### src/rtl/tlul_host_adapter_if.sv
// TL-UL type definitions and the bundled bus interface of the simple-bus to TL-UL host adapter.
// The package comes first so that the interface and the adapter can both use its types.
package tlul_pkg;

    localparam logic [2:0] PutFullData    = 3'h0;
    localparam logic [2:0] PutPartialData = 3'h1;
    localparam logic [2:0] Get            = 3'h4;
    localparam logic [2:0] AccessAck      = 3'h0;
    localparam logic [2:0] AccessAckData  = 3'h1;

    typedef logic [13:0] tl_a_user_t;
    localparam tl_a_user_t TL_A_USER_DEFAULT = 14'h0;

    typedef struct packed {
        logic        a_valid;
        logic [2:0]  a_opcode;
        logic [2:0]  a_param;
        logic [1:0]  a_size;
        logic [7:0]  a_source;
        logic [31:0] a_address;
        logic [3:0]  a_mask;
        logic [31:0] a_data;
        tl_a_user_t  a_user;
        logic        d_ready;
    } tl_h2d_t;

    typedef struct packed {
        logic        d_valid;
        logic [2:0]  d_opcode;
        logic [2:0]  d_param;
        logic [1:0]  d_size;
        logic [7:0]  d_source;
        logic        d_sink;
        logic [31:0] d_data;
        logic [13:0] d_user;
        logic        d_error;
        logic        a_ready;
    } tl_d2h_t;

endpackage

interface tlul_host_adapter_if;
    logic               req_i;
    logic               gnt_o;
    logic               we_i;
    logic [31:0]        addr_i;
    logic [31:0]        wdata_i;
    logic [3:0]         be_i;
    logic               rvalid_o;
    logic [31:0]        rdata_o;
    logic               err_o;
    tlul_pkg::tl_h2d_t  tl_o;
    tlul_pkg::tl_d2h_t  tl_i;

    // The slave side is the adapter itself; the master side is the local initiator plus the device.
    modport slave (
        input  req_i, we_i, addr_i, wdata_i, be_i, tl_i,
        output gnt_o, rvalid_o, rdata_o, err_o, tl_o
    );

    modport master (
        output req_i, we_i, addr_i, wdata_i, be_i, tl_i,
        input  gnt_o, rvalid_o, rdata_o, err_o, tl_o
    );
endinterface

### src/rtl/tlul_host_adapter.sv
// Simple request/grant bus to TL-UL host adapter with up to Outstanding in-order requests in flight.
// The A channel is driven from a holding register; every D beat produces exactly one registered response.
module tlul_host_adapter #(
    parameter int Outstanding = 2
) (
    input  logic                clk_i,
    input  logic                rst_ni,
    tlul_host_adapter_if.slave  bus
);
    import tlul_pkg::*;

    localparam int SrcW = (Outstanding > 1) ? $clog2(Outstanding) : 1;
    localparam int CntW = $clog2(Outstanding + 1);
    localparam logic [CntW-1:0] MaxCnt  = CntW'(Outstanding);
    localparam logic [SrcW-1:0] LastSrc = SrcW'(Outstanding - 1);

    logic                 a_valid_q, a_valid_d;
    logic [2:0]           a_opcode_q, a_opcode_d;
    logic [31:0]          a_addr_q, a_addr_d;
    logic [3:0]           a_mask_q, a_mask_d;
    logic [31:0]          a_data_q, a_data_d;
    logic [SrcW-1:0]      a_source_q, a_source_d;
    logic [CntW-1:0]      cnt_q, cnt_d;
    logic [SrcW-1:0]      alloc_ptr_q, alloc_ptr_d;
    logic [SrcW-1:0]      expect_ptr_q, expect_ptr_d;
    logic [(1<<SrcW)-1:0] we_fifo_q, we_fifo_d;
    logic                 rvalid_q, rvalid_d;
    logic [31:0]          rdata_q, rdata_d;
    logic                 err_q, err_d;

    logic gnt;
    logic d_fire;
    logic d_expected;
    logic exp_we;
    logic unused_bits;

    assign gnt = rst_ni & bus.req_i & (~a_valid_q | bus.tl_i.a_ready) & (cnt_q < MaxCnt);
    assign d_fire = bus.tl_i.d_valid;
    assign d_expected = d_fire & (cnt_q != '0);
    assign exp_we = we_fifo_q[expect_ptr_q];

    always_comb begin
        a_valid_d    = a_valid_q & ~bus.tl_i.a_ready;
        a_opcode_d   = a_opcode_q;
        a_addr_d     = a_addr_q;
        a_mask_d     = a_mask_q;
        a_data_d     = a_data_q;
        a_source_d   = a_source_q;
        alloc_ptr_d  = alloc_ptr_q;
        expect_ptr_d = expect_ptr_q;
        we_fifo_d    = we_fifo_q;
        cnt_d        = cnt_q;
        rvalid_d     = d_fire;
        rdata_d      = '0;
        err_d        = 1'b0;

        if (gnt) begin
            a_valid_d   = 1'b1;
            a_opcode_d  = !bus.we_i ? Get : ((bus.be_i == 4'hF) ? PutFullData : PutPartialData);
            a_addr_d    = {bus.addr_i[31:2], 2'b00};
            a_mask_d    = bus.we_i ? bus.be_i : 4'hF;
            a_data_d    = bus.we_i ? bus.wdata_i : 32'h0;
            a_source_d  = alloc_ptr_q;
            alloc_ptr_d = (alloc_ptr_q == LastSrc) ? '0 : alloc_ptr_q + 1'b1;
            we_fifo_d[alloc_ptr_q] = bus.we_i;
        end

        if (d_expected) begin
            expect_ptr_d = (expect_ptr_q == LastSrc) ? '0 : expect_ptr_q + 1'b1;
        end

        case ({gnt, d_expected})
            2'b10:   cnt_d = cnt_q + 1'b1;
            2'b01:   cnt_d = cnt_q - 1'b1;
            default: cnt_d = cnt_q;
        endcase

        // A beat arriving with nothing outstanding cannot be matched to a request, so it is flagged.
        if (d_expected) begin
            rdata_d = exp_we ? 32'h0 : bus.tl_i.d_data;
            err_d   = bus.tl_i.d_error
                    | (bus.tl_i.d_source != 8'(expect_ptr_q))
                    | (bus.tl_i.d_opcode != (exp_we ? AccessAck : AccessAckData));
        end else if (d_fire) begin
            err_d   = 1'b1;
        end
    end

    always_ff @(posedge clk_i or negedge rst_ni) begin
        if (!rst_ni) begin
            a_valid_q    <= 1'b0;
            a_opcode_q   <= '0;
            a_addr_q     <= '0;
            a_mask_q     <= '0;
            a_data_q     <= '0;
            a_source_q   <= '0;
            cnt_q        <= '0;
            alloc_ptr_q  <= '0;
            expect_ptr_q <= '0;
            we_fifo_q    <= '0;
            rvalid_q     <= 1'b0;
            rdata_q      <= '0;
            err_q        <= 1'b0;
        end else begin
            a_valid_q    <= a_valid_d;
            a_opcode_q   <= a_opcode_d;
            a_addr_q     <= a_addr_d;
            a_mask_q     <= a_mask_d;
            a_data_q     <= a_data_d;
            a_source_q   <= a_source_d;
            cnt_q        <= cnt_d;
            alloc_ptr_q  <= alloc_ptr_d;
            expect_ptr_q <= expect_ptr_d;
            we_fifo_q    <= we_fifo_d;
            rvalid_q     <= rvalid_d;
            rdata_q      <= rdata_d;
            err_q        <= err_d;
        end
    end

    assign bus.gnt_o    = gnt;
    assign bus.rvalid_o = rvalid_q;
    assign bus.rdata_o  = rdata_q;
    assign bus.err_o    = err_q;

    assign bus.tl_o = '{
        a_valid:   a_valid_q,
        a_opcode:  a_opcode_q,
        a_param:   3'h0,
        a_size:    2'd2,
        a_source:  8'(a_source_q),
        a_address: a_addr_q,
        a_mask:    a_mask_q,
        a_data:    a_data_q,
        a_user:    TL_A_USER_DEFAULT,
        d_ready:   1'b1
    };

    assign unused_bits = ^{bus.addr_i[1:0], bus.tl_i.d_param, bus.tl_i.d_size,
                           bus.tl_i.d_sink, bus.tl_i.d_user};

endmodule

### src/flat_wrapper.sv
// flat-port wrapper written by rule: the top's interface ports become plain ports
module tlul_host_adapter_flat import tlul_pkg::*;
#(
    parameter int Outstanding = 2
)
  (clk_i, rst_ni, bus_req_i, bus_we_i, bus_addr_i, bus_wdata_i, bus_be_i, bus_tl_i, bus_gnt_o, bus_rvalid_o, bus_rdata_o, bus_err_o, bus_tl_o);
  tlul_host_adapter_if bus_i ();
  input  logic clk_i;
  input  logic rst_ni;
  input wire logic [$bits(bus_i.req_i)-1:0] bus_req_i;
  input wire logic [$bits(bus_i.we_i)-1:0] bus_we_i;
  input wire logic [$bits(bus_i.addr_i)-1:0] bus_addr_i;
  input wire logic [$bits(bus_i.wdata_i)-1:0] bus_wdata_i;
  input wire logic [$bits(bus_i.be_i)-1:0] bus_be_i;
  input wire logic [$bits(bus_i.tl_i)-1:0] bus_tl_i;
  output wire logic [$bits(bus_i.gnt_o)-1:0] bus_gnt_o;
  output wire logic [$bits(bus_i.rvalid_o)-1:0] bus_rvalid_o;
  output wire logic [$bits(bus_i.rdata_o)-1:0] bus_rdata_o;
  output wire logic [$bits(bus_i.err_o)-1:0] bus_err_o;
  output wire logic [$bits(bus_i.tl_o)-1:0] bus_tl_o;
  assign bus_i.req_i = bus_req_i;
  assign bus_i.we_i = bus_we_i;
  assign bus_i.addr_i = bus_addr_i;
  assign bus_i.wdata_i = bus_wdata_i;
  assign bus_i.be_i = bus_be_i;
  assign bus_i.tl_i = bus_tl_i;
  assign bus_gnt_o = bus_i.gnt_o;
  assign bus_rvalid_o = bus_i.rvalid_o;
  assign bus_rdata_o = bus_i.rdata_o;
  assign bus_err_o = bus_i.err_o;
  assign bus_tl_o = bus_i.tl_o;
  tlul_host_adapter #(.Outstanding(Outstanding)) u_core (.clk_i(clk_i), .rst_ni(rst_ni), .bus(bus_i));
endmodule
### config.mk
export PLATFORM = sky130hd
export DESIGN_NAME = tlul_host_adapter_flat
export DESIGN_NICKNAME = d
export VERILOG_FILES = /design/src/rtl/tlul_host_adapter_if.sv /design/src/rtl/tlul_host_adapter.sv /design/src/flat_wrapper.sv
export SDC_FILE = /design/constraint.sdc
export NUM_CORES = 1
export LEC_CHECK = 0
export BUFFER_PORTS_ARGS = -buffer_cell sky130_fd_sc_hd__buf_2
export CORE_ASPECT_RATIO = 2
export CORE_MARGIN = 1.5
export CORE_UTILIZATION = 39
export DETAILED_ROUTE_END_ITERATION = 6
export GPL_TIMING_DRIVEN = 0
export PLACE_DENSITY_LB_ADDON = 0.05
export SYNTH_ARGS = -nofsm -noshare
export SYNTH_HDL_FRONTEND = slang
export SYNTH_SLANG_ARGS = --single-unit
### constraint.sdc
create_clock -name clk_i -period 1.7 [get_ports clk_i]
set_input_delay 0 -clock clk_i [delete_from_list [all_inputs] [get_ports clk_i]]
set_output_delay 0 -clock clk_i [all_outputs]
set_load 0.03 [all_outputs]
==> metrics, run 1 <==
Static Leak=0.00381 uW; max_slew headroom=57.1%; Worst-Skew Late Latency=0.34 ns; DP Cell Count=768; CTS tree=yes; num ports=273; Pwr Density=1550 mW/mm2; Power Total=11300 uW; Antenna Cells=0; largest cells by area after synthesis=dfrtp_1 61%, mux2_1 5.7%, o31ai_1 5.4%, buf_4 5.3%, and2_1 4.4%; vias in the first global route=4302; gpl congestion=0.781; Avg Inst Size Synth=12.0 um2; total track usage=20.8%; total CTS buffers=9; effective utilization at floorplan=40.0%; Chip Width=79.4 um; Routed WL=12.5 mm; worst-case reg-to-reg path depth=9; largest net degree at the start of global routing=69; Rows=55; Final Cell Area=0.00733 mm2; Vias/cell=4.53; Main synth FF type=dfrtp_1; Chip Height=156 um; CP required=1.97 ns; Worst Hold Class=in2async; DRT iter0 DRCs=156; detailed placement HPWL=8.80 mm; final hold vios=65; Setup crit end kind=register; hold_ws=-0.369 ns; initial antenna violation count=0; reg2reg start=u_core.a_valid_q$_DFF_PN0_; H-tree levels=3; Overflow after GRT=0; Max-Cap Viols=0; outcome=finished with violations; Post-Layout Cell Count=892; Yosys reg bits=110; Mapped Cells=378; synth warn=0; Tcrit/Tclk final=93.1%; worst-path fanout max=7; First-pass DRT Iterations=4; minimum clock period after layout=1.58 ns; synth-to-layout area growth=61.1%; IR Drop Worst-Case VDD=0.000748 V; most frequent cell after synthesis=dfrtp_1; setup ws final=0.118 ns; number of fill cells in the layout=900; failing checks=negative hold slack; DR DRC count=0; clock transition at the registers of the reported paths=0.07 ns; Clock Sinks=110; post-synthesis cell type count=35; via count=4044; Worst EP arrival=1.85 ns; Nets=884; hold_buf cts=101; worst setup path end=u_core.cnt_q[1]$_DFFE_PN0P_; cell taking the most area after synthesis=dfrtp_1; share of layout cells above drive strength 1=39.7%; final setup vio count=0; Clock Tree Root=clkbuf_16; worst slack at placement=-0.549 ns; PortBufs=219; RR Endpoint=u_core.cnt_q[1]$_DFFE_PN0P_; global-route wire length before repair=20.0 mm; area post-placement=0.00596 mm2; Worst-Margin Slew=0.643 ns; final count of pins violating max slew=0; Mapped Area=0.00455 mm2; Yosys top cell area share=60.5%; Core Region=0.0114 mm2; R2R Setup Slk=0.12 ns; worst setup path class=reg2reg; Setup crit start kind=register; sequential-to-total area share from yosys stat=60.5%; Critical Path Source=u_core.a_valid_q$_DFF_PN0_; routed len/inst=14.0 um; f_max=0.632 GHz; Post-synth EDFFs=0; Async SR Flop Fraction=100%; commonest cells in the netlist=110 x dfrtp_1, 36 x nand2_1, 35 x o21ai_0, 33 x o31ai_1; post-route ant nets=0; CTS max path bufs=2; Final Skew=0.00499 ns; DIE AREA=0.0124 mm2
[cell families (layout without fill, tap and decap cells)]
group / Yosys count / after routing / synth area share [%]
AOI/OAI and AO/OA: 79 / 79 / 10.8
xor gates and xnor gates: 7 / 7 / 1.35
adders and majority gates: 1 / 1 / 0.275
buffers and inverters: 64 / 408 / 8.94
DFF: 110 / 110 / 60.5
muxes: 33 / 33 / 8.15
other: 2 / 30 / 0.165
and+or+nand+nor: 82 / 82 / 9.82
[what timing repair did]
item                       4_1_cts  5_1_grt
hold endpoints to repair       165       65
resized for setup                0        4
setup buffers                    4        3
pin swaps                        1        1
setup endpoints to repair        3       48
[layer usage]
layer | share of wire, % | global-route usage [%] | routed length [um] | up-vias
met4 | 3.9 | 10.4 | 486 | 0
met3 | 6.3 | 4.39 | 787 | 36
li1 | - | - | - | 1955
met5 | 0 | 0 | 0 | -
met1 | 36 | 22.1 | 4500 | 1888
met2 | 54 | 37.8 | 6730 | 165
[layout make-up]
type	count	area [um2]	area share (%)
sequential	110	2750	37.6
timing repair buffer	328	2200	30.0
multi-input combinational	232	1500	20.4
buffer	58	388	5.29
clock buffer	10	229	3.13
tap	142	178	2.43
clock inverter	6	62.6	0.854
inverter	6	22.5	0.307
[flip-flops by register name (all words and copies together), names as in the netlist]
signal               cells
u_core.bus.err_o         1
u_core.a_data_q         32
u_core.a_valid_q         1
u_core.a_opcode_q        2
u_core.we_fifo_q         2
u_core.expect_ptr_q      1
u_core.cnt_q             2
u_core.bus.rdata_o      32
u_core.a_mask_q          4
u_core.a_source_q        1
u_core.alloc_ptr_q       1
u_core.a_addr_q         30
u_core.bus.rvalid_o      1
[worst max-delay path, stage by stage, from the launching register on]
cell and delay, ns:
dfrtp_1 0.38, nor2b_1 0.14, buf_6 0.14, nor2_8 0.10, buf_8 0.11, inv_1 0.03, ha_1 0.19, xnor2_1 0.12
nor2_1 0.13, xor2_1 0.15
[placed cells by master, fill, tap and decap left out, types with 6 or more instances in the layout]
master	count
mux2_1	23
o21ai_0	35
nand2_1	36
buf_2	223
conb_1	30
dfrtp_1	110
clkbuf_16	9
buf_6	6
buf_4	38
mux2_2	9
and2_1	32
dlygate4sd3_1	101
o31ai_1	33
inv_1	6
clkbuf_1	13
[metrics by stage]
stage	util, %	hold WS (ns)	setup TNS [ns]
6_report	64.5	-0.369	0
5_1_grt	64.5	-0.318	-0.0131
4_1_cts	64.2	-0.193	0
3_5_place_dp	52.5	0.150	-9.62
3_3_place_gp	52.2	0.149	-186.09
2_1_floorplan	-	-0.296	0
[power by group]
group	internal (uW)	leakage, uW	switching (uW)
combinational	1770	0.00228	3390
clock	1140	0.000134	933
sequential	3640	0.00139	475
total	6550	0.00381	4790
[worst min path at each step]
stage                             from                         endpoint  slack (ns)  cells past startpoint
after global routing            rst_ni   u_core.a_data_q[6]$_DFFE_PN0P_       -0.32                      1
after global placement    bus_tl_i[65]    u_core.bus.rvalid_o$_DFF_PN0_        0.15                      1
after detailed placement  bus_tl_i[65]    u_core.bus.rvalid_o$_DFF_PN0_        0.15                      1
after CTS                       rst_ni   u_core.a_mask_q[2]$_DFFE_PN0P_       -0.19                      1
after floorplan                 rst_ni  u_core.a_addr_q[10]$_DFFE_PN0P_       -0.30                      0
final                           rst_ni   u_core.a_data_q[6]$_DFFE_PN0P_       -0.37                      1
Note: power is estimated with default switching activity, not from simulation.
==> run 2: changes to the inputs <==
--- a/config.mk
+++ b/config.mk
@@ -8,7 +8,7 @@
 export BUFFER_PORTS_ARGS = -buffer_cell sky130_fd_sc_hd__buf_2
 export CORE_ASPECT_RATIO = 2
 export CORE_MARGIN = 1.5
-export CORE_UTILIZATION = 39
+export CORE_UTILIZATION = 25
 export DETAILED_ROUTE_END_ITERATION = 6
 export GPL_TIMING_DRIVEN = 0
 export PLACE_DENSITY_LB_ADDON = 0.05
==> run 2 against run 1 <==
The run still ends with negative hold slack left. Global-route usage is 6.2 points lower. Die area is 54% higher. Routed wire length is 9.9% higher. Power is 4.2% higher. Sequential share of layout area is 0.95 points lower. Sequential power hardly changed.
==> metrics, run 2 (same netlist as run 1, synthesis figures left out) <==
synth-to-layout area growth=65.4%; initial antenna violation count=0; total track usage=14.6%; CTS tree=yes; DP Cell Count=839; biggest cell delay along the critical path=0.39 ns; worst-case reg-to-reg path depth=6; Critical Path Source=u_core.a_valid_q$_DFF_PN0_; Worst-Margin Slew=0.510 ns; DIE AREA=0.0191 mm2; f_max=0.622 GHz; via count=4048; Pwr Density=1570 mW/mm2; hold_buf cts=105; post-layout util=42.3%; setup ws final=0.0934 ns; CTS max path bufs=2; Chip Width=98.4 um; final setup vio count=0; Top cell by count, worst path=buf_6; final count of pins violating max slew=0; Post-Layout Cell Count=963; Routed WL=13.7 mm; Worst EP arrival=1.84 ns; max_slew headroom=66.0%; Final Skew=0.0131 ns; Core Region=0.0178 mm2; clock transition at the registers of the reported paths=0.08 ns; vias in the first global route=4348; failing checks=negative hold slack; share of layout cells above drive strength 1=39.9%; Nets=884; Worst Hold Class=in2async; reg2reg start=u_core.a_valid_q$_DFF_PN0_; H-tree levels=3; worst setup path end=u_core.a_addr_q[8]$_DFFE_PN0P_; Static Leak=0.00386 uW; worst setup path class=reg2reg; First-pass DRT Iterations=4; Rows=69; routed len/inst=14.3 um; Antenna Cells=0; Tcrit/Tclk final=94.5%; Max-Cap Viols=0; CP required=1.93 ns; detailed placement HPWL=10.1 mm; worst slack at placement=-0.573 ns; Vias/cell=4.20; PortBufs=219; R2R Setup Slk=0.09 ns; total CTS buffers=9; final hold vios=110; gpl congestion=0.715; Clock Tree Root=clkbuf_16; worst-path fanout max=10; Overflow after GRT=0; post-route ant nets=0; Worst-Skew Late Latency=0.36 ns; Setup TNS Final=0 ns; DRT iter0 DRCs=107; Chip Height=194 um; RR Endpoint=u_core.a_addr_q[8]$_DFFE_PN0P_; DR DRC count=0; most frequent cells in the layout=223 x buf_2, 109 x dfrtp_1, 104 x dlygate4sd3_1; effective utilization at floorplan=25.6%; Clock Sinks=110; Setup crit end kind=register; RSZ-0062 raised after global routing=true; global-route wire length before repair=21.8 mm; hold_ws=-0.431 ns; CP max-delay cell=dfrtp_1; Setup crit start kind=register; most common cell after layout, fill and taps aside=buf_2; IR Drop Worst-Case VDD=0.000572 V; largest net degree at the start of global routing=74; outcome=finished with violations; num ports=273; worst path cell trace=nor2b_1 -> buf_6 -> nor2_8 -> buf_4 -> buf_6 -> mux2_1; minimum clock period after layout=1.61 ns
## run 2: changes by cell type in the layout (fill, tap and decap cells not counted), sizes merged
cell,previous run,this run
dlygate4sd3,101,104
clkinv,2,0
clkbuf,24,27
bufinv,1,3
clkinvlp,3,0
buf,271,268
## run 2: cell type report
cell class,instances,area (um2)
Sequential cell,110,2750
Tap cell,213,267
Fill cell,1775,10300
Multi-Input combinational cell,232,1520
Inverter,6,22.5
Timing Repair Buffer,328,2220
Clock buffer,13,260
Buffer,58,389
Clock inverter,3,90.1
## run 2: per-stage QoR
step | total power (uW) | hold slack [ns] | area, um2
final | 11800 | -0.431 | 7520
after global routing | 12500 | -0.428 | 7520
after CTS | 12000 | -0.432 | 7490
after detailed placement | 9190 | -0.0573 | 6050
after global placement | 9110 | 0.152 | 6010
after floorplan | 7490 | -0.296 | 4650
## run 2: per-layer routing
layer	vias up	GRT usage, %	wire, um
met4	0	7.15	454
li1	1950	-	-
met1	1917	14.5	4870
met3	25	3.46	812
met5	-	0	0
met2	156	27.5	7600
## run 2: repair_timing
item                                   in CTS  in global routing
setup endpoints to repair                   3                 11
endpoints found under the hold margin     171                110
resized for setup                           1                  7
pin swaps                                   1                  1
setup buffers                               3                  0
## run 2: critical path: cells and delay by family, from the launching register on
kind,cells,cell delay [ns]
DFF,1,0.39
and+or+nand+nor,2,0.24
buffers and inverters,3,0.51
muxes,1,0.34
## run 2: how the worst min path moves through the flow
| stage | cells after the start | slack [ns] | end |
|---|---|---|---|
| after floorplan | 0 | -0.30 | u_core.a_addr_q[10]$_DFFE_PN0P_ |
| after global placement | 1 | 0.15 | u_core.bus.rvalid_o$_DFF_PN0_ |
| after detailed placement | 1 | -0.06 | u_core.a_data_q[11]$_DFFE_PN0P_ |
| after CTS | 2 | -0.43 | u_core.a_data_q[11]$_DFFE_PN0P_ |
| after global routing | 2 | -0.43 | u_core.a_data_q[11]$_DFFE_PN0P_ |
| final | 2 | -0.43 | u_core.a_data_q[11]$_DFFE_PN0P_ |
## run 2: power breakdown
group,switching (uW),internal (uW)
logic,3440,1790
registers,457,3640
clock network,966,1520
